`config.mk`:
```
export PLATFORM = sky130hd
export DESIGN_NAME = rvga_hazard_ctl
export DESIGN_NICKNAME = d
export VERILOG_FILES = /design/src/rtl/rvga_hazard_ctl_pkg.sv /design/src/rtl/rvga_hazard_ctl_sb_cnt.sv /design/src/rtl/rvga_hazard_ctl.sv
export SDC_FILE = /design/constraint.sdc
export NUM_CORES = 1
export LEC_CHECK = 0
export CORE_MARGIN = 5
export CORE_UTILIZATION = 35
export CTS_CLUSTER_DIAMETER = 200
export DETAILED_ROUTE_END_ITERATION = 10
export PLACE_DENSITY = 0.56
export RECOVER_POWER = 100
export SETUP_SLACK_MARGIN = 0.02
export SYNTH_ARGS = -nofsm -noshare
export SYNTH_HDL_FRONTEND = slang
export SYNTH_SLANG_ARGS = --single-unit
```
`constraint.sdc`:
```
create_clock -name clk -period 7.4 [get_ports clk]
set_input_delay 1.48 -clock clk [delete_from_list [all_inputs] [get_ports clk]]
set_output_delay 1.48 -clock clk [all_outputs]
set_load 0.01 [all_outputs]
```
`src/rtl/rvga_hazard_ctl_pkg.sv`:
```
// Shared types and sizing for the rvga register-fetch hazard controller.
package rvga_hazard_ctl_pkg;

    localparam int DEF_NUM_REGS = 32;
    localparam int DEF_CNT_W    = 2;
    localparam int REG_AW       = $clog2(DEF_NUM_REGS);
    localparam int STALL_W      = 32;

    // Only the fields the hazard logic looks at; the rest of the cword is carried elsewhere.
    typedef struct packed {
        logic [REG_AW-1:0] rs1;
        logic [REG_AW-1:0] rs2;
        logic [REG_AW-1:0] rd;
        logic              regfile_load;
    } rvga_cword;

endpackage

```
`src/rtl/rvga_hazard_ctl_sb_cnt.sv`:
```
// One scoreboard entry: saturating up/down counter taking one increment and up to two
// decrements per cycle, clamping at zero and flagging the underflow.
module rvga_sb_cnt #(
    parameter int CNT_W = 2
) (
    input  logic             clk,
    input  logic             rst,
    input  logic             inc,
    input  logic [1:0]       dec2,
    output logic [CNT_W-1:0] cnt,
    output logic             uflow
);

    localparam int SUM_W = CNT_W + 2;
    localparam logic [SUM_W-1:0] CNT_MAX = SUM_W'((1 << CNT_W) - 1);

    logic [CNT_W-1:0] cnt_q;
    logic [CNT_W-1:0] cnt_d;
    logic [SUM_W-1:0] up_sum;
    logic [SUM_W-1:0] dec_ext;
    logic [SUM_W-1:0] diff;

    // Increment first in a wider word so inc and dec in the same cycle cancel exactly.
    always_comb begin
        up_sum  = {2'b00, cnt_q} + {{(SUM_W-1){1'b0}}, inc};
        dec_ext = {{CNT_W{1'b0}}, dec2};
        diff    = up_sum - dec_ext;
        uflow   = 1'b0;
        cnt_d   = cnt_q;
        if (up_sum < dec_ext) begin
            uflow = 1'b1;
            cnt_d = '0;
        end else if (diff > CNT_MAX) begin
            cnt_d = CNT_MAX[CNT_W-1:0];
        end else begin
            cnt_d = diff[CNT_W-1:0];
        end
    end

    always_ff @(posedge clk or posedge rst) begin
        if (rst) begin
            cnt_q <= '0;
        end else begin
            cnt_q <= cnt_d;
        end
    end

    assign cnt = cnt_q;

endmodule

```
`src/rtl/rvga_hazard_ctl.sv`:
```
// Scoreboard hazard controller: stalls decode and bubbles register-fetch while a source
// register is in flight or a destination counter is full; merges ext_stall, counts stalls.
module rvga_hazard_ctl
    import rvga_hazard_ctl_pkg::*;
#(
    parameter int NUM_REGS = DEF_NUM_REGS,
    parameter int CNT_W    = DEF_CNT_W
) (
    input  logic                        clk,
    input  logic                        rst,
    input  logic                        ext_stall,
    input  logic                        de_valid,
    input  rvga_cword                   de_rf_cword,
    input  logic                        wb_valid,
    input  rvga_cword                   wb_rf_cword,
    input  logic                        squash,
    input  logic [$clog2(NUM_REGS)-1:0] squash_rd,
    output logic                        pipe_stall,
    output logic                        de_hold,
    output logic                        rf_bubble,
    output logic [STALL_W-1:0]          stall_cycles,
    output logic                        sb_err
);

    localparam int SQ_W = $clog2(NUM_REGS);
    localparam logic [CNT_W-1:0] CNT_MAX = '1;

    logic [CNT_W-1:0]   cnt [NUM_REGS];
    logic [NUM_REGS-1:0] uflow;

    logic raw_rs1;
    logic raw_rs2;
    logic cap_rd;
    logic hazard;
    logic issue;
    logic retire;
    logic kill;

    logic               sb_err_q;
    logic               sb_err_d;
    logic [STALL_W-1:0] stall_cycles_q;
    logic [STALL_W-1:0] stall_cycles_d;

    logic unused_wb_fields;

    assign cnt[0]   = '0;
    assign uflow[0] = 1'b0;

    always_comb begin
        raw_rs1 = (de_rf_cword.rs1 != '0) && (cnt[de_rf_cword.rs1] != '0);
        raw_rs2 = (de_rf_cword.rs2 != '0) && (cnt[de_rf_cword.rs2] != '0);
        cap_rd  = de_rf_cword.regfile_load && (de_rf_cword.rd != '0)
                  && (cnt[de_rf_cword.rd] == CNT_MAX);
        hazard  = de_valid && (raw_rs1 || raw_rs2 || cap_rd);
    end

    assign pipe_stall = ext_stall;
    assign de_hold    = ext_stall | hazard;
    assign rf_bubble  = hazard & ~ext_stall;

    // Squash comes from EX and must be honoured even while the pipe is frozen.
    assign issue  = de_valid && !hazard && !ext_stall
                    && de_rf_cword.regfile_load && (de_rf_cword.rd != '0);
    assign retire = wb_valid && !ext_stall
                    && wb_rf_cword.regfile_load && (wb_rf_cword.rd != '0);
    assign kill   = squash && (squash_rd != '0);

    generate
        for (genvar gi = 1; gi < NUM_REGS; gi++) begin : g_cnt
            logic       inc;
            logic       ret_hit;
            logic       kill_hit;
            logic [1:0] dec2;

            assign inc      = issue  && (de_rf_cword.rd == REG_AW'(gi));
            assign ret_hit  = retire && (wb_rf_cword.rd == REG_AW'(gi));
            assign kill_hit = kill   && (squash_rd == SQ_W'(gi));
            assign dec2     = {1'b0, ret_hit} + {1'b0, kill_hit};

            rvga_sb_cnt #(
                .CNT_W (CNT_W)
            ) u_cnt (
                .clk   (clk),
                .rst   (rst),
                .inc   (inc),
                .dec2  (dec2),
                .cnt   (cnt[gi]),
                .uflow (uflow[gi])
            );
        end
    endgenerate

    always_comb begin
        sb_err_d       = sb_err_q | (|uflow);
        stall_cycles_d = stall_cycles_q + {{(STALL_W-1){1'b0}}, de_hold};
    end

    always_ff @(posedge clk or posedge rst) begin
        if (rst) begin
            sb_err_q       <= 1'b0;
            stall_cycles_q <= '0;
        end else begin
            sb_err_q       <= sb_err_d;
            stall_cycles_q <= stall_cycles_d;
        end
    end

    assign sb_err       = sb_err_q;
    assign stall_cycles = stall_cycles_q;

    // Writeback source fields are part of the cword but irrelevant to retirement.
    assign unused_wb_fields = ^{wb_rf_cword.rs1, wb_rf_cword.rs2};

endmodule

```
; ---- Word level (Yosys, flattened, before mapping)
; Cells that the tools add are included.
[word_totals]
mem_bits_rw = 0
reg_bits = 95
n_memories = 0
mem_bits_ro = 0
in_bits = 43
latchBits = 0
word_cells = 513
[classes]
n_addsub = 94
eq_ne = 94
n_shift = 0
bitwise = 7
n_lt_le_gt_ge = 65
muxes = 102
div = 0
n_reduce_logical = 118
multipliers = 0
[op_table]
columns = op, count
row1 = $eq 5x5->1 const B, 48
row2 = $mux 2, 68
row3 = $gt 4x2->1 const B, 31
row4 = $lt 4x2->1, 31
row5 = $sub 4x2->4, 31
row6 = $eq 5x4->1 const B, 24
row7 = $logic_and 1x1->1, 106
row8 = $add 2x1->3, 31
row9 = $add 1x1->2, 31
row10 = $eq 5x3->1 const B, 12
row11 = $add 32x1->32, 1
row12 = $mux 1, 31
row13 = $reduce_or 31->1, 1
row14 = $bmux 2 s5, 3
row15 = $eq 5x2->1 const B, 6
row16 = $reduce_bool 5->1, 5
row17 = $ge 6x6->1 const B, 3
row18 = $not 5->6, 3
row19 = $eq 5x1->1 const B, 3
row20 = $reduce_bool 2->1, 2
row21 = $eq 2x2->1 const B, 1
row22 = $logic_not 1->1, 2
row23 = $logic_or 1x1->1, 2
row24 = $or 1x1->1, 2
row25 = 2 further kinds, 2

; ---- Longest topological paths before layout
[logic_depth]
word_depth = 20
ltp_mapped = 17
depth_no_buf = 14

; ---- Hierarchy
; From an unflattened synthesis, not the netlist that was laid out.
[unflattened]
cells_unflattened = 1094
area_unflattened_um2 = 10100.9
[modules_own_cells]
columns = module, cells_per_inst, n_inst, seq_area_each_um2, area_per_inst_um2
row1 = rvga_sb_cnt, 20, 31, 50.0, 198.9
row2 = rvga_hazard_ctl, 474, 1, 825.8, 3933.8

; ---- Least setup slack after synthesis
; No wires, ideal clock.
[synth_timing]
path_type = input to register
startpoint = input de_rf_cword[11] (netlist name)
endpoint = register sb_err_q, in the netlist sb_err
setup_slack_ns = 2.391
stages = 15
n_path_buf = 2
t_arrival_ns = 4.882
path_cell_list = buf_6 mux4_2 a2111oi_2 a311oi_2 o211ai_4 buf_6 nor3_2 ha_1 ha_1 inv_1 fa_1 ha_1 nor4_1 nand4_1 or2_2
[synth_via]
elab_chain_len = 20
[synth_lines]
columns = element, line_no
row1 = "start, declared", rvga_hazard_ctl.sv:13  ; input rvga_cword de_rf_cword,
row2 = $not 5->6 (not written as such), rvga_hazard_ctl.sv:50  ; raw_rs1 = (de_rf_cword.rs1 != '0) && (cnt[de_rf_cword.rs1] != '0);
row3 = $bmux 2 s5, rvga_hazard_ctl.sv:50
row4 = $mux 2 (not written as such) (2 in a row), rvga_hazard_ctl.sv:50
row5 = $reduce_bool 2->1, rvga_hazard_ctl.sv:50
row6 = $logic_and 1x1->1 (*), rvga_hazard_ctl.sv:50
row7 = $logic_or 1x1->1 (*) (2 in a row), rvga_hazard_ctl.sv:54  ; hazard = de_valid && (raw_rs1 || raw_rs2 || cap_rd);
row8 = $logic_and 1x1->1 (*), rvga_hazard_ctl.sv:54
row9 = $logic_not 1->1 (*), rvga_hazard_ctl.sv:62  ; assign issue = de_valid && !hazard && !ext_stall
row10 = $logic_and 1x1->1 (*) (2 in a row), rvga_hazard_ctl.sv:62
row11 = $logic_and 1x1->1 (*) (2 in a row), rvga_hazard_ctl.sv:63  ; && de_rf_cword.regfile_load && (de_rf_cword.rd != '0);
row12 = $logic_and 1x1->1, rvga_hazard_ctl.sv:75  ; assign inc = issue && (de_rf_cword.rd == REG_AW'(gi));
row13 = $add 2x1->3, rvga_hazard_ctl_sb_cnt.sv:25  ; up_sum = {2'b00, cnt_q} + {{(SUM_W-1){1'b0}}, inc};
row14 = $lt 4x2->1, rvga_hazard_ctl_sb_cnt.sv:30  ; if (up_sum < dec_ext) begin
row15 = $mux 1, rvga_hazard_ctl_sb_cnt.sv:30
row16 = $reduce_or 31->1 (*), rvga_hazard_ctl.sv:94  ; sb_err_d = sb_err_q | (|uflow);
row17 = $or 1x1->1 (*), rvga_hazard_ctl.sv:94
row18 = named net sb_err_d, rvga_hazard_ctl.sv:40  ; logic sb_err_d;
row19 = "end signal, assigned", rvga_hazard_ctl.sv:103  ; sb_err_q <= sb_err_d;
row20 = "end, declared", rvga_hazard_ctl.sv:39  ; logic sb_err_q;
; Mark *: on every way through the listed nets, which the timed path passes. The rest lies on a longest branch. The select of a mux whose other input is x is not followed.

; ---- Final worst setup path
[layout_timing]
startpoint = input de_rf_cword[2] (netlist name)
endpoint = output de_hold
[layout_via]
elab_chain_len = 9
[layout_lines]
columns = element, line_no
row1 = $not 5->6 (not written as such), rvga_hazard_ctl.sv:53  ; && (cnt[de_rf_cword.rd] == CNT_MAX);
row2 = $bmux 2 s5, rvga_hazard_ctl.sv:53
row3 = $mux 2 (not written as such) (2 in a row), rvga_hazard_ctl.sv:53
row4 = $eq 2x2->1, rvga_hazard_ctl.sv:53
row5 = $logic_and 1x1->1 (*), rvga_hazard_ctl.sv:53
row6 = $logic_or 1x1->1 (*), rvga_hazard_ctl.sv:54
row7 = $logic_and 1x1->1 (*), rvga_hazard_ctl.sv:54
row8 = $or 1x1->1 (*), rvga_hazard_ctl.sv:58  ; assign de_hold = ext_stall | hazard;
row9 = "end, declared", rvga_hazard_ctl.sv:19  ; output logic de_hold,
; Every way passes the cells marked *; elsewhere a longest branch is shown, timed or not. The select of a mux whose other input is x is not followed.

==> results.py <==
metrics = {
    "die": {
        "design.core.area_sq_um": 27700,
        "chipWidth_um": 177,
        "initial_utilization_pct": 35.3,
        "num_rows": 61,
        "die_area_sq_um": 31400,
        "die_y_um": 177,
        "ioPinCount": 79,
    },
    "sta": {
        "max_slew_margin_pct": -19.9,
        "drv_slew": 64,
        "fin_tns_setup_ns": 0,
        "hold_viol": 0,
        "finalWorstSetupSlack_ns": 0.533,
        "skew_ns": 0.0115,
        "period_minus_slack_ns": 6.87,
        "period_share_pct": 92.8,
        "fmax_mhz": 146,
        "rsz0062_at_grt": "no",
        "setup_viol": 0,
        "tightestPinTransition_ns": 1.80,
    },
    "detailed_routing": {
        "met1_length_mm": 12.4,
        "via_per_inst": 5.11,
        "wirelength_mm": 26.4,
        "wire_per_inst_um": 17.9,
        "wl_met3_mm": 1.29,
        "wl_met2_mm": 12.1,
        "drc": 0,
        "dr.pass1.iters": 5,
        "maxUsedRoutingLayer": "met4",
        "ant_nets": 0,
        "dr_total_vias": 7504,
        "drtIter0Drc": 415,
    },
    "setup_path": {
        "arrival_ns": 5.39,
        "crit_buf_inv": 3,
        "cp-start-kind": "primary input",
        "crit_fanout": 25,
        "crit_required_ns": 5.92,
        "critPathKind": "primary input to primary output",
        "critPathMostFrequentCell": "dlygate4sd3_1",
        "path_cells": "dlygate4sd3_1 > clkbuf_1 > mux4_2 > a22oi_1 > o31ai_1 > o21ai_1 > o211ai_4 > o31a_1 > dlygate4sd3_1",
        "critical-path-top-delay-family": "buffers and inverters",
        "crit_path_top_delay_cell": "dlygate4sd3_1",
        "reg2reg_slack_ns": 2.25,
        "cpPeakStageDelay_ns": 1.04,
        "worst_setup_path_end_kind": "primary output",
    },
    "outcome": {
        "violations": "capacitance limit, slew limit",
        "status": "complete, but fails checks",
    },
    "logic_synthesis": {
        "synth-edff-count": 0,
        "seq_area_frac_synth_pct": 24.3,
        "synth_top_area_cell": "dfrtp_1",
        "synth.most_common_cell": "ha_1",
        "synth.area.top_cells": "dfrtp_1, ha_1, fa_1",
        "synth_common_cells": "ha_1, inv_1, nor2_1",
        "syn_area_per_cell_sq_um": 9.59,
        "synth_top_cell_area_share_pct": 24.3,
        "yosysWarnings": 0,
        "synth_flop_cell": "dfrtp_1",
        "ys_seq_elements": 95,
        "syn-num-nets": 1281,
        "synthCells": 1019,
        "async_reset_ff_share_pct": 100,
        "yosysUniqueCellTypes": 60,
        "synth_area_sq_um": 9770,
    },
    "global_routing": {
        "grt_pass1_vias": 8081,
        "overflow": 0,
        "antenna_found_initial": 0,
        "grt.total_usage_pct": 17.7,
        "grt_pass1_wl_mm": 43.3,
        "grt_max_degree": 64,
    },
    "clocking": {
        "numClockSinks": 95,
        "cts_buffers": 9,
        "clock-root-buffer": "clkbuf_16",
        "ctsHoldBuffers": 0,
        "ctsResizeCount": 0,
        "clockBufferDepth": 2,
        "worstSkewPairLatency_ns": 0.37,
        "cts_tree": "yes",
        "cts.clk_slew.worst_paths_ns": 0.08,
        "cts_max_level": 3,
        "post_cts_buffers": 0,
    },
    "layout": {
        "area_growth_pct": 13.0,
        "drive_gt1_share_pct": 6.14,
        "layout.nets": 1348,
        "multi_input_area_sq_um": 6610,
        "regArea_sq_um": 2380,
        "fillers": 2773,
        "diodes": 0,
    },
    "placed_design": {
        "pre_cts_slack_ns": 0.572,
        "gp_congestion": 0.908,
        "port_buffers": 68,
        "hpwl_mm": 21.2,
    },
    "power": {
        "p_leak_nw": 5.02,
        "p_total_mw": 1.89,
        "peakVddDrop_mv": 0.111,
        "powerDensity_nw_per_um2": 171,
    },
    "run": {
        "drv_cap": 1,
    },
    "hold_path": {
        "min_path_type": "register to register",
    },
}
[power breakdown]
group          internal (mW)  switching (mW)
registers              0.638           0.165
clock network          0.241           0.253
logic                  0.288           0.309
[cell families after synthesis]
| family | synth area share (%) |
|---|---|
| simple gates | 19.4 |
| fa+ha+maj | 32.8 |
| buf+inv | 6.77 |
| compound gates | 8.67 |
| flops | 24.3 |
| xor+xnor | 2.69 |
| mux | 5.38 |
[sequential cells by signal (all words and copies together) (netlist names)]
register and flops:
g_cnt.u_cnt.cnt 62, sb_err 1, stall_cycles 32
[path summary, 6_finish.rpt]
| kind | start | end | cells past startpoint |
|---|---|---|---|
| min in group asynchronous | rst | stall_cycles[31] | 2 |
| max reg2reg | g_cnt[22].u_cnt.cnt[1] | sb_err | 15 |
| min reg2reg | stall_cycles[31] | stall_cycles[31] | 1 |
| max in group asynchronous | rst | g_cnt[24].u_cnt.cnt[0] | 3 |
| min | stall_cycles[31] | stall_cycles[31] | 1 |
| max | de_rf_cword[2] | de_hold | 9 |
[metrics by stage]
stage	cell area, sq um	util (%)	hold WS [ns]	instances
2_1_floorplan	9770	-	0.508	1019
3_3_place_gp	10900	39.3	0.470	1453
3_5_place_dp	10900	39.3	0.483	1453
4_1_cts	11200	40.4	0.495	1469
5_1_grt	11000	39.9	0.507	1469
6_report	11000	39.9	0.485	1469
[metal layers]
layer  vias up  global-route usage (%)
met5         -                       0
met4         0                    5.64
met3        38                    2.84
met2       199                    28.3
met1      3629                    24.7
li1       3638                       -
[cell usage in the layout (no fill, tap or decap), types with 20 or more instances in the layout]
master	count
clkdlybuf4s50_1	30
nor2b_1	22
nand2_1	61
nor3b_1	21
fa_1	62
inv_1	129
nor2_1	111
nor3_1	62
xnor2_1	22
dlygate4sd3_1	38
dfrtp_1	95
ha_1	157
a21oi_1	82
mux4_2	20
[final cells by class]
cell class | instances | area share (%)
Multi-Input combinational cell | 765 | 59.8
Inverter | 131 | 4.46
Clock buffer | 9 | 2.04
Tap cell | 378 | 4.28
Clock inverter | 7 | 0.713
Sequential cell | 95 | 21.5
Timing Repair Buffer | 84 | 7.16
Power figures use the tool's default switching activity.
